[src/rtl/led_seq_pkg.sv]
// -----------------------------------------------------------------------------
// led_seq_pkg
// Shared types and constants for the LED sequencer controller.
//   mode_e   : pattern modes (binary count, walking one, bouncing one, hold)
//   state_e  : handshake / run control states
//   PAT_*    : initial patterns loaded when a mode is entered
//   DIR_*    : travel direction of the bouncing one
// -----------------------------------------------------------------------------
package led_seq_pkg;

  localparam int LED_W = 16;

  typedef enum logic [1:0] {
    MODE_COUNT  = 2'd0,
    MODE_SHIFT  = 2'd1,
    MODE_BOUNCE = 2'd2,
    MODE_HOLD   = 2'd3
  } mode_e;

  typedef enum logic [1:0] {
    ST_IDLE   = 2'd0,
    ST_RUN    = 2'd1,
    ST_SWITCH = 2'd2,
    ST_ACK    = 2'd3
  } state_e;

  localparam logic [LED_W-1:0] PAT_ZERO = 16'h0000;
  localparam logic [LED_W-1:0] PAT_ONE  = 16'h0001;

  localparam logic DIR_LEFT  = 1'b0;
  localparam logic DIR_RIGHT = 1'b1;

endpackage

[src/rtl/led_seq_prescaler.sv]
// -----------------------------------------------------------------------------
// led_seq_prescaler
// WIDTH-bit up counter producing one tick every 2^WIDTH enabled cycles.
// Holding en_i low pauses the count without losing the partial period.
//   clk, rst_n : clock, asynchronous active-low reset
//   en_i       : count enable
//   clr_i      : synchronous clear (has priority over en_i)
//   tick_o     : high in the enabled cycle where the counter is all-ones
// -----------------------------------------------------------------------------
module led_seq_prescaler #(
  parameter int WIDTH = 8
) (
  input  logic clk,
  input  logic rst_n,
  input  logic en_i,
  input  logic clr_i,
  output logic tick_o
);

  logic [WIDTH-1:0] cnt_q;

  assign tick_o = en_i & (&cnt_q);

  // NOTE: state registers use non-blocking assignments so every flop samples
  // pre-edge values regardless of process evaluation order.
  always_ff @(posedge clk or negedge rst_n) begin
    if (!rst_n) begin
      cnt_q <= '0;
    end else if (clr_i) begin
      cnt_q <= '0;
    end else if (en_i) begin
      cnt_q <= cnt_q + WIDTH'(1);  // wraps to 0 right after the tick
    end
  end

endmodule

[src/rtl/led_seq_ctrl.sv]
// -----------------------------------------------------------------------------
// led_seq_ctrl
// Sequences a 16-bit LED pattern (count / walking one / bouncing one / hold)
// with a prescaled advance rate and a 4-phase req/ack mode-change handshake.
//   clk, rst_n : system clock, asynchronous active-low reset
//   run        : 1 = advance pattern, 0 = pause (prescaler keeps its value)
//   mode_req   : mode-change request, held until mode_ack is seen
//   mode_sel   : requested mode, stable while mode_req=1
//   duty       : PWM duty (only with LED_SEQ_PWM_EN defined)
//   mode_ack   : acknowledge, high exactly in ACK
//   mode_cur   : active mode
//   busy       : high in SWITCH and ACK
//   led        : LED pattern (gated by PWM when LED_SEQ_PWM_EN is defined)
// Build option: define LED_SEQ_PWM_EN to add the duty input and PWM dimming.
// -----------------------------------------------------------------------------
module led_seq_ctrl
  import led_seq_pkg::*;
#(
  parameter int LOG2DELAY = 8,
  parameter int BITS      = LED_W
) (
  input  logic            clk,
  input  logic            rst_n,
  input  logic            run,
  input  logic            mode_req,
  input  logic [1:0]      mode_sel,
`ifdef LED_SEQ_PWM_EN
  input  logic [3:0]      duty,
`endif
  output logic            mode_ack,
  output logic [1:0]      mode_cur,
  output logic            busy,
  output logic [BITS-1:0] led
);

  localparam logic [BITS-1:0] LED_MSB = {1'b1, {(BITS-1){1'b0}}};

  state_e            state_q, state_d;
  mode_e             mode_q,  mode_d;
  logic [BITS-1:0]   led_q,   led_d;
  logic              dir_q,   dir_d;
  logic              tick;

  led_seq_prescaler #(
    .WIDTH (LOG2DELAY)
  ) u_prescaler (
    .clk    (clk),
    .rst_n  (rst_n),
    .en_i   (state_q == ST_RUN),
    .clr_i  (state_q == ST_SWITCH),
    .tick_o (tick)
  );

  // NOTE: every variable gets its hold value first so no path through the
  // case statement can leave one unassigned and infer a latch.
  always_comb begin
    state_d = state_q;
    mode_d  = mode_q;
    led_d   = led_q;
    dir_d   = dir_q;

    unique case (state_q)
      ST_IDLE, ST_RUN: begin
        if (mode_req) begin
          state_d = ST_SWITCH;             // a coincident tick is dropped
        end else begin
          state_d = run ? ST_RUN : ST_IDLE;
          if (tick) begin
            unique case (mode_q)
              MODE_COUNT:  led_d = led_q + BITS'(1);
              MODE_SHIFT:  led_d = {led_q[BITS-2:0], led_q[BITS-1]};
              MODE_BOUNCE: begin
                // Reverse at the ends without repeating the end value.
                if (dir_q == DIR_LEFT) begin
                  if (led_q == LED_MSB) begin
                    dir_d = DIR_RIGHT;
                    led_d = led_q >> 1;
                  end else begin
                    led_d = led_q << 1;
                  end
                end else begin
                  if (led_q == BITS'(PAT_ONE)) begin
                    dir_d = DIR_LEFT;
                    led_d = led_q << 1;
                  end else begin
                    led_d = led_q >> 1;
                  end
                end
              end
              MODE_HOLD:   led_d = led_q;
            endcase
          end
        end
      end
      ST_SWITCH: begin
        mode_d = mode_e'(mode_sel);
        unique case (mode_e'(mode_sel))
          MODE_COUNT:  led_d = BITS'(PAT_ZERO);
          MODE_SHIFT:  led_d = BITS'(PAT_ONE);
          MODE_BOUNCE: begin
            led_d = BITS'(PAT_ONE);
            dir_d = DIR_LEFT;
          end
          MODE_HOLD:   led_d = led_q;
        endcase
        state_d = ST_ACK;
      end
      ST_ACK: begin
        if (!mode_req) begin
          state_d = run ? ST_RUN : ST_IDLE;
        end
      end
    endcase
  end

  always_ff @(posedge clk or negedge rst_n) begin
    if (!rst_n) begin
      state_q <= ST_IDLE;
      mode_q  <= MODE_COUNT;
      led_q   <= BITS'(PAT_ZERO);
      dir_q   <= DIR_LEFT;
    end else begin
      state_q <= state_d;
      mode_q  <= mode_d;
      led_q   <= led_d;
      dir_q   <= dir_d;
    end
  end

  // Decoded straight from the state register so reset clears them at once.
  assign mode_ack = (state_q == ST_ACK);
  assign busy     = (state_q == ST_SWITCH) || (state_q == ST_ACK);
  assign mode_cur = mode_q;

`ifdef LED_SEQ_PWM_EN
  logic [3:0] pwm_q;

  always_ff @(posedge clk or negedge rst_n) begin
    if (!rst_n) begin
      pwm_q <= 4'd0;
    end else begin
      pwm_q <= pwm_q + 4'd1;
    end
  end

  assign led = (pwm_q < duty) ? led_q : '0;
`else
  assign led = led_q;
`endif

endmodule

[config.mk]
export PLATFORM = sky130hd
export DESIGN_NAME = led_seq_ctrl
export DESIGN_NICKNAME = d
export VERILOG_FILES = /design/src/rtl/led_seq_pkg.sv /design/src/rtl/led_seq_prescaler.sv /design/src/rtl/led_seq_ctrl.sv
export SDC_FILE = /design/constraint.sdc
export NUM_CORES = 1
export LEC_CHECK = 0
export BUFFER_PORTS_ARGS = -buffer_cell sky130_fd_sc_hd__buf_2
export CAP_MARGIN = 5
export CORE_ASPECT_RATIO = 0.8
export CORE_UTILIZATION = 40
export DETAILED_ROUTE_END_ITERATION = 12
export PLACE_DENSITY = 0.58
export SLEW_MARGIN = 10
export SYNTH_ARGS = -nofsm -noshare
export SYNTH_HDL_FRONTEND = slang
export SYNTH_SLANG_ARGS = --single-unit
[constraint.sdc]
create_clock -name clk -period 4.4 [get_ports clk]
set_input_delay 0.44 -clock clk [delete_from_list [all_inputs] [get_ports clk]]
set_output_delay 0.44 -clock clk [all_outputs]
set_load 0.02 [all_outputs]
# Word-level counts from Yosys, hierarchy flattened
# Index checks and enable logic that the tools add are counted.
[word_totals]
inputBits = 6
mem_count = 0
ff_bits = 29
wordCells = 59
rom_bits = 0
ram_bits = 0
latch_bits = 0
[op_classes]
bitwise = 1
mux = 22
n_addsub = 2
n_shift = 0
eq_ne = 18
n_lt_le_gt_ge = 0
reduce_logical = 11
multipliers = 0
div_mod_pow = 0
[op_table]
columns = ["cell", "count"]
rows = [
  ["$mux W16", 5],
  ["$pmux W16 S2", 2],
  ["$pmux W16 S3", 1],
  ["$add A16 B1 Y16 const B", 1],
  ["$eq A16 B1 Y1 const B", 1],
  ["$eq A16 B16 Y1 const B", 1],
  ["$mux W8", 2],
  ["$eq A2 B2 Y1 const B", 6],
  ["$ne A2 B2 Y1 const B", 6],
  ["$reduce_and A5 Y1", 2],
  ["$add A8 B1 Y8 const B", 1],
  ["$mux W1", 8],
  ["$reduce_and A8 Y1", 1],
  ["$eq A2 B1 Y1 const B", 3],
  ["$logic_not A2 Y1", 3],
  ["$pmux W2 S3", 1],
  ["$mux W2", 2],
  ["$reduce_bool A2 Y1", 2],
  ["$reduce_or A2 Y1", 2],
  ["$ne A2 B1 Y1 const B", 1],
  ["$pmux W1 S2", 1],
  ["$and A1 B1 Y1", 1],
  ["$logic_or A1 B1 Y1", 1],
]

# Longest topological paths before layout
[logic_depth]
ltp_word = 7
mapped_depth = 10
depth_no_buf = 8

# Hierarchy
# From an unflattened synthesis, not the netlist that was laid out.
[unflattened]
cells_unflattened = 277
area_unflattened_um2 = 2263.4
[by_module_without_submodules]
columns = ["module", "area_each_um2", "n_inst", "cells_each"]
rows = [
  ["led_seq_ctrl", 1860.5, 1, 238],
  ["led_seq_prescaler", 402.9, 1, 39],
]

# Worst setup path before layout
# Ideal clock, no wire load.
[synth_timing]
path_kind = "reg2reg"
start = "register led_q[1] (netlist: led[1])"
end = "register led_q[3] (netlist: led[3])"
setup_slack_ns = 2.195
synth_period_minus_slack_ns = 2.205
setup_ns = 0.127
stages_incl_launch_ff = 10
arrival_time_ns = 2.078
path_cell_list = "dfrtp_1 inv_1 ha_1 nor4b_1 nand4_1 a22oi_2 buf_6 mux2_4 a221oi_1 nor2_1"
[synth_via]
elab_chain_cells = 7
[synth_rtl]
columns = ["item", "line_no", "rtl"]
rows = [
  ["from (decl)", "led_seq_ctrl.sv:40", "logic [BITS-1:0] led_q, led_d;"],
  ["from (signal assigned)", "led_seq_ctrl.sv:120", "led_q <= BITS'(PAT_ZERO);"],
  ["from (signal assigned)", "led_seq_ctrl.sv:125", "led_q <= led_d;"],
  ["parallel branches: the longest is 3 deep, another holds $add A16 B1 Y16", "n/a", ""],
  ["$pmux W16 S3 *", "led_seq_ctrl.sv:69", "unique case (mode_q)"],
  ["$mux W16 *", "led_seq_ctrl.sv:68", "if (tick) begin"],
  ["$mux W16 *", "led_seq_ctrl.sv:64", "if (mode_req) begin"],
  ["$pmux W16 S2 *", "led_seq_ctrl.sv:62", "unique case (state_q)"],
]
# Mark *: on every way between the ends. The select of a mux whose other input is x is not followed.
# A chain may end at the register's enable or synchronous reset.

# Worst setup path in the final report
[layout_timing]
start = "register led_q[1] (netlist: led[1])"
end = "register led_q[13] (netlist: led[13])"
# The elaborated chain is that of the path after synthesis.

==> metrics <==
status=finished clean; pin count of the biggest net entering global routing=31; critical path fanouts, max=12; maximum VDD drop=592 uV; Slew HR=23.2%; Synth area leaders=dfrtp_1, ha_1, o21ai_0, nand2_1, a21oi_1; post-synth top area share=30.7%; Mapped Cells=285; synthesized flop and latch total=29; share of cells above drive strength 1=17.6%; TritonRoute pass-1 iters=4; # port buffers=25; CTS root buf=clkbuf_8; grt total ovfl=0; Worst Path Arrival=2990 ps; P_int=1.01 mW; Sequential Area=726 sq um; io pins=26; placed cell area=2470 sq um; Slew Limit Fails=0; Leakage=1.13 nW; CTS max path bufs=2; max-cap viol count=0; Netlist Area Pre-Place=2370 sq um; f_max=355 MHz; worst slack, placed=1620 ps; period utilization=64.1%; final setup fails=0; skew final=4.53 ps; Post-DP HPWL=4110 microns; WP data required=4570 ps; Reg2Reg Setup Slack=1580 ps; Reg-to-Reg End=led[13]; post-synth top area cell=dfrtp_1; cts bufs inserted=5; placer congestion estimate=0.809; worst skew pair latency=290 ps; Starting Density=42.4%; Routed wire per std cell=17.0 microns; Iter 0 DRT Violations=163; switching part of the total=53.2%; hold_buf cts=0; Post-synth ARST share=100%; via count=2,168; Setup TNS Final=0 ps; yosys warns=0; Nets=313; Syn Area/Cell=8.30 sq um; Seq pwr share=25.7%; Routed Antenna Nets=0; Syn-to-layout area delta=8.57%; CP Class=flip-flop to flip-flop; CTS tree=built; Critical path origin=led[1]; # diodes=0; Final Cell Area=2570 sq um; sequential area share after synthesis=30.7%; clock slew at reported path FFs=70 ps; syn_nets=304; power density over cell area=841 nW/um^2; CORE AREA=5590 sq um; Residual DRC=0; worst r2r src=led[1]; Hold Violations, Final=0; area of the multi-input gates=1440 sq um; fill count=572; Die H=70.8 microns; RSZ-0062 raised after global routing=no; Reg2Reg Depth=9; drt via density=5.81; commonest non-fill, non-tap cell in the layout=dfrtp_1; postcts setup bufs=0; sw power=1.15 mW; Post-synth EDFFs=0; hold slack final=195 ps; die area=6230 sq um; combinational power share=62.5%; HP Class=primary input to asynchronous set/reset pin; Min Clock Period, post-route=2820 ps; vias in the first global route=2,053; clk sinks=29; first-pass GRT wire length=10,800 microns; CTS resizes=0; Critical Path Sink Type=flip-flop; crit path to=led[13]; clock power share=11.8%; commonest non-fill, non-tap cells in the layout=dfrtp_1, nand2_1, buf_2; most used flip-flop cell after synthesis=dfrtp_1; Total GRT Usage=22.5%; distinct cell type count after synthesis=53; Worst Tran Pin Value=1150 ps; Die X=88.0 microns; H-tree levels=2; Setup WS post-layout=1580 ps; crit path launch type=flip-flop; antenna violations before repair=0; Row Count=24; drt total wl=6350 microns; total power draw=2.16 mW
==> worst min path at each step <==
stage	startpoint	endpoint	slack, ps
after global placement	u_prescaler.cnt_q[3]	u_prescaler.cnt_q[3]	500
after floorplan	rst_n	dir_q	140
final	rst_n	led[10]	200
after CTS	rst_n	u_prescaler.cnt_q[0]	230
after global routing	rst_n	u_prescaler.cnt_q[2]	250
after detailed placement	u_prescaler.cnt_q[3]	u_prescaler.cnt_q[3]	510
==> layout make-up <==
class | count | area share (%)
clock buffers | 7 | 3.75
clock inverters | 1 | 0.195
inverters | 15 | 2.19
multi-input cells | 215 | 56.1
flip-flops and latches | 29 | 28.3
well taps | 78 | 3.80
repair buffers | 28 | 5.75
==> state kept, by name, indices dropped and copies added (netlist names) <==
| register | count |
|---|---|
| dir_q | 1 |
| led | 16 |
| mode_cur | 2 |
| state_q | 2 |
| u_prescaler.cnt_q | 8 |
==> stage by stage <==
| stage | util (%) | instances |
|---|---|---|
| 6_report | 46.0 | 373 |
| 5_1_grt | 46.0 | 373 |
| 4_1_cts | 46.0 | 373 |
| 3_5_place_dp | 44.2 | 365 |
| 3_3_place_gp | 44.2 | 365 |
| 2_1_floorplan | - | 285 |
==> Yosys cell counts (4+ instances only) <==
| cell | n |
|---|---|
| nor3_1 | 5 |
| dfrtp_1 | 29 |
| buf_6 | 5 |
| ha_1 | 13 |
| clkbuf_1 | 16 |
| nand2_1 | 27 |
| nor2_1 | 18 |
| nand4_1 | 9 |
| mux2_4 | 4 |
| nand3_1 | 14 |
| inv_1 | 15 |
| o22ai_1 | 4 |
| o31ai_1 | 5 |
| o21ai_0 | 24 |
| a221oi_1 | 6 |
| a21oi_1 | 19 |
| buf_2 | 4 |
| a31oi_1 | 6 |
| mux2i_1 | 4 |
| and3_1 | 5 |
==> cells by family (layout without fill, tap and decap cells) <==
family,Yosys count,count (layout),synth area share (%)
adders and majority gates,13,13,6.87
and+or+nand+nor,95,95,20.9
buffers and inverters,41,51,8.46
AOI/OAI and AO/OA,91,91,25.5
xor gates and xnor gates,5,5,1.85
DFF,29,29,30.7
muxes,11,11,5.66
==> power by group through the flow <==
stage               logic, mW  clock network, mW  registers, mW
floorplan                1.05                  0          0.530
global placement         1.33                  0          0.552
detailed placement       1.33                  0          0.557
CTS                      1.34              0.259          0.552
global route             1.50              0.271          0.581
finish                   1.35              0.256          0.555
==> per-layer routing <==
layer  wire (microns)  part of all wire, %  global-route usage, %
met5                0                    0                      0
met4               56                 0.88                   5.83
met3              258                  4.1                   4.32
met1             3270                   52                   34.2
met2             2760                   43                   32.4
==> critical path, stage by stage, from the launching register on <==
cell and delay (ps):
dfrtp_1 460, inv_1 130, ha_1 170, nor4b_1 230
nand4_1 140, a22oi_2 560, buf_4 300, mux2_2 350
a221oi_1 240, o21ai_0 110
Note: power is estimated with default switching activity, not from simulation.
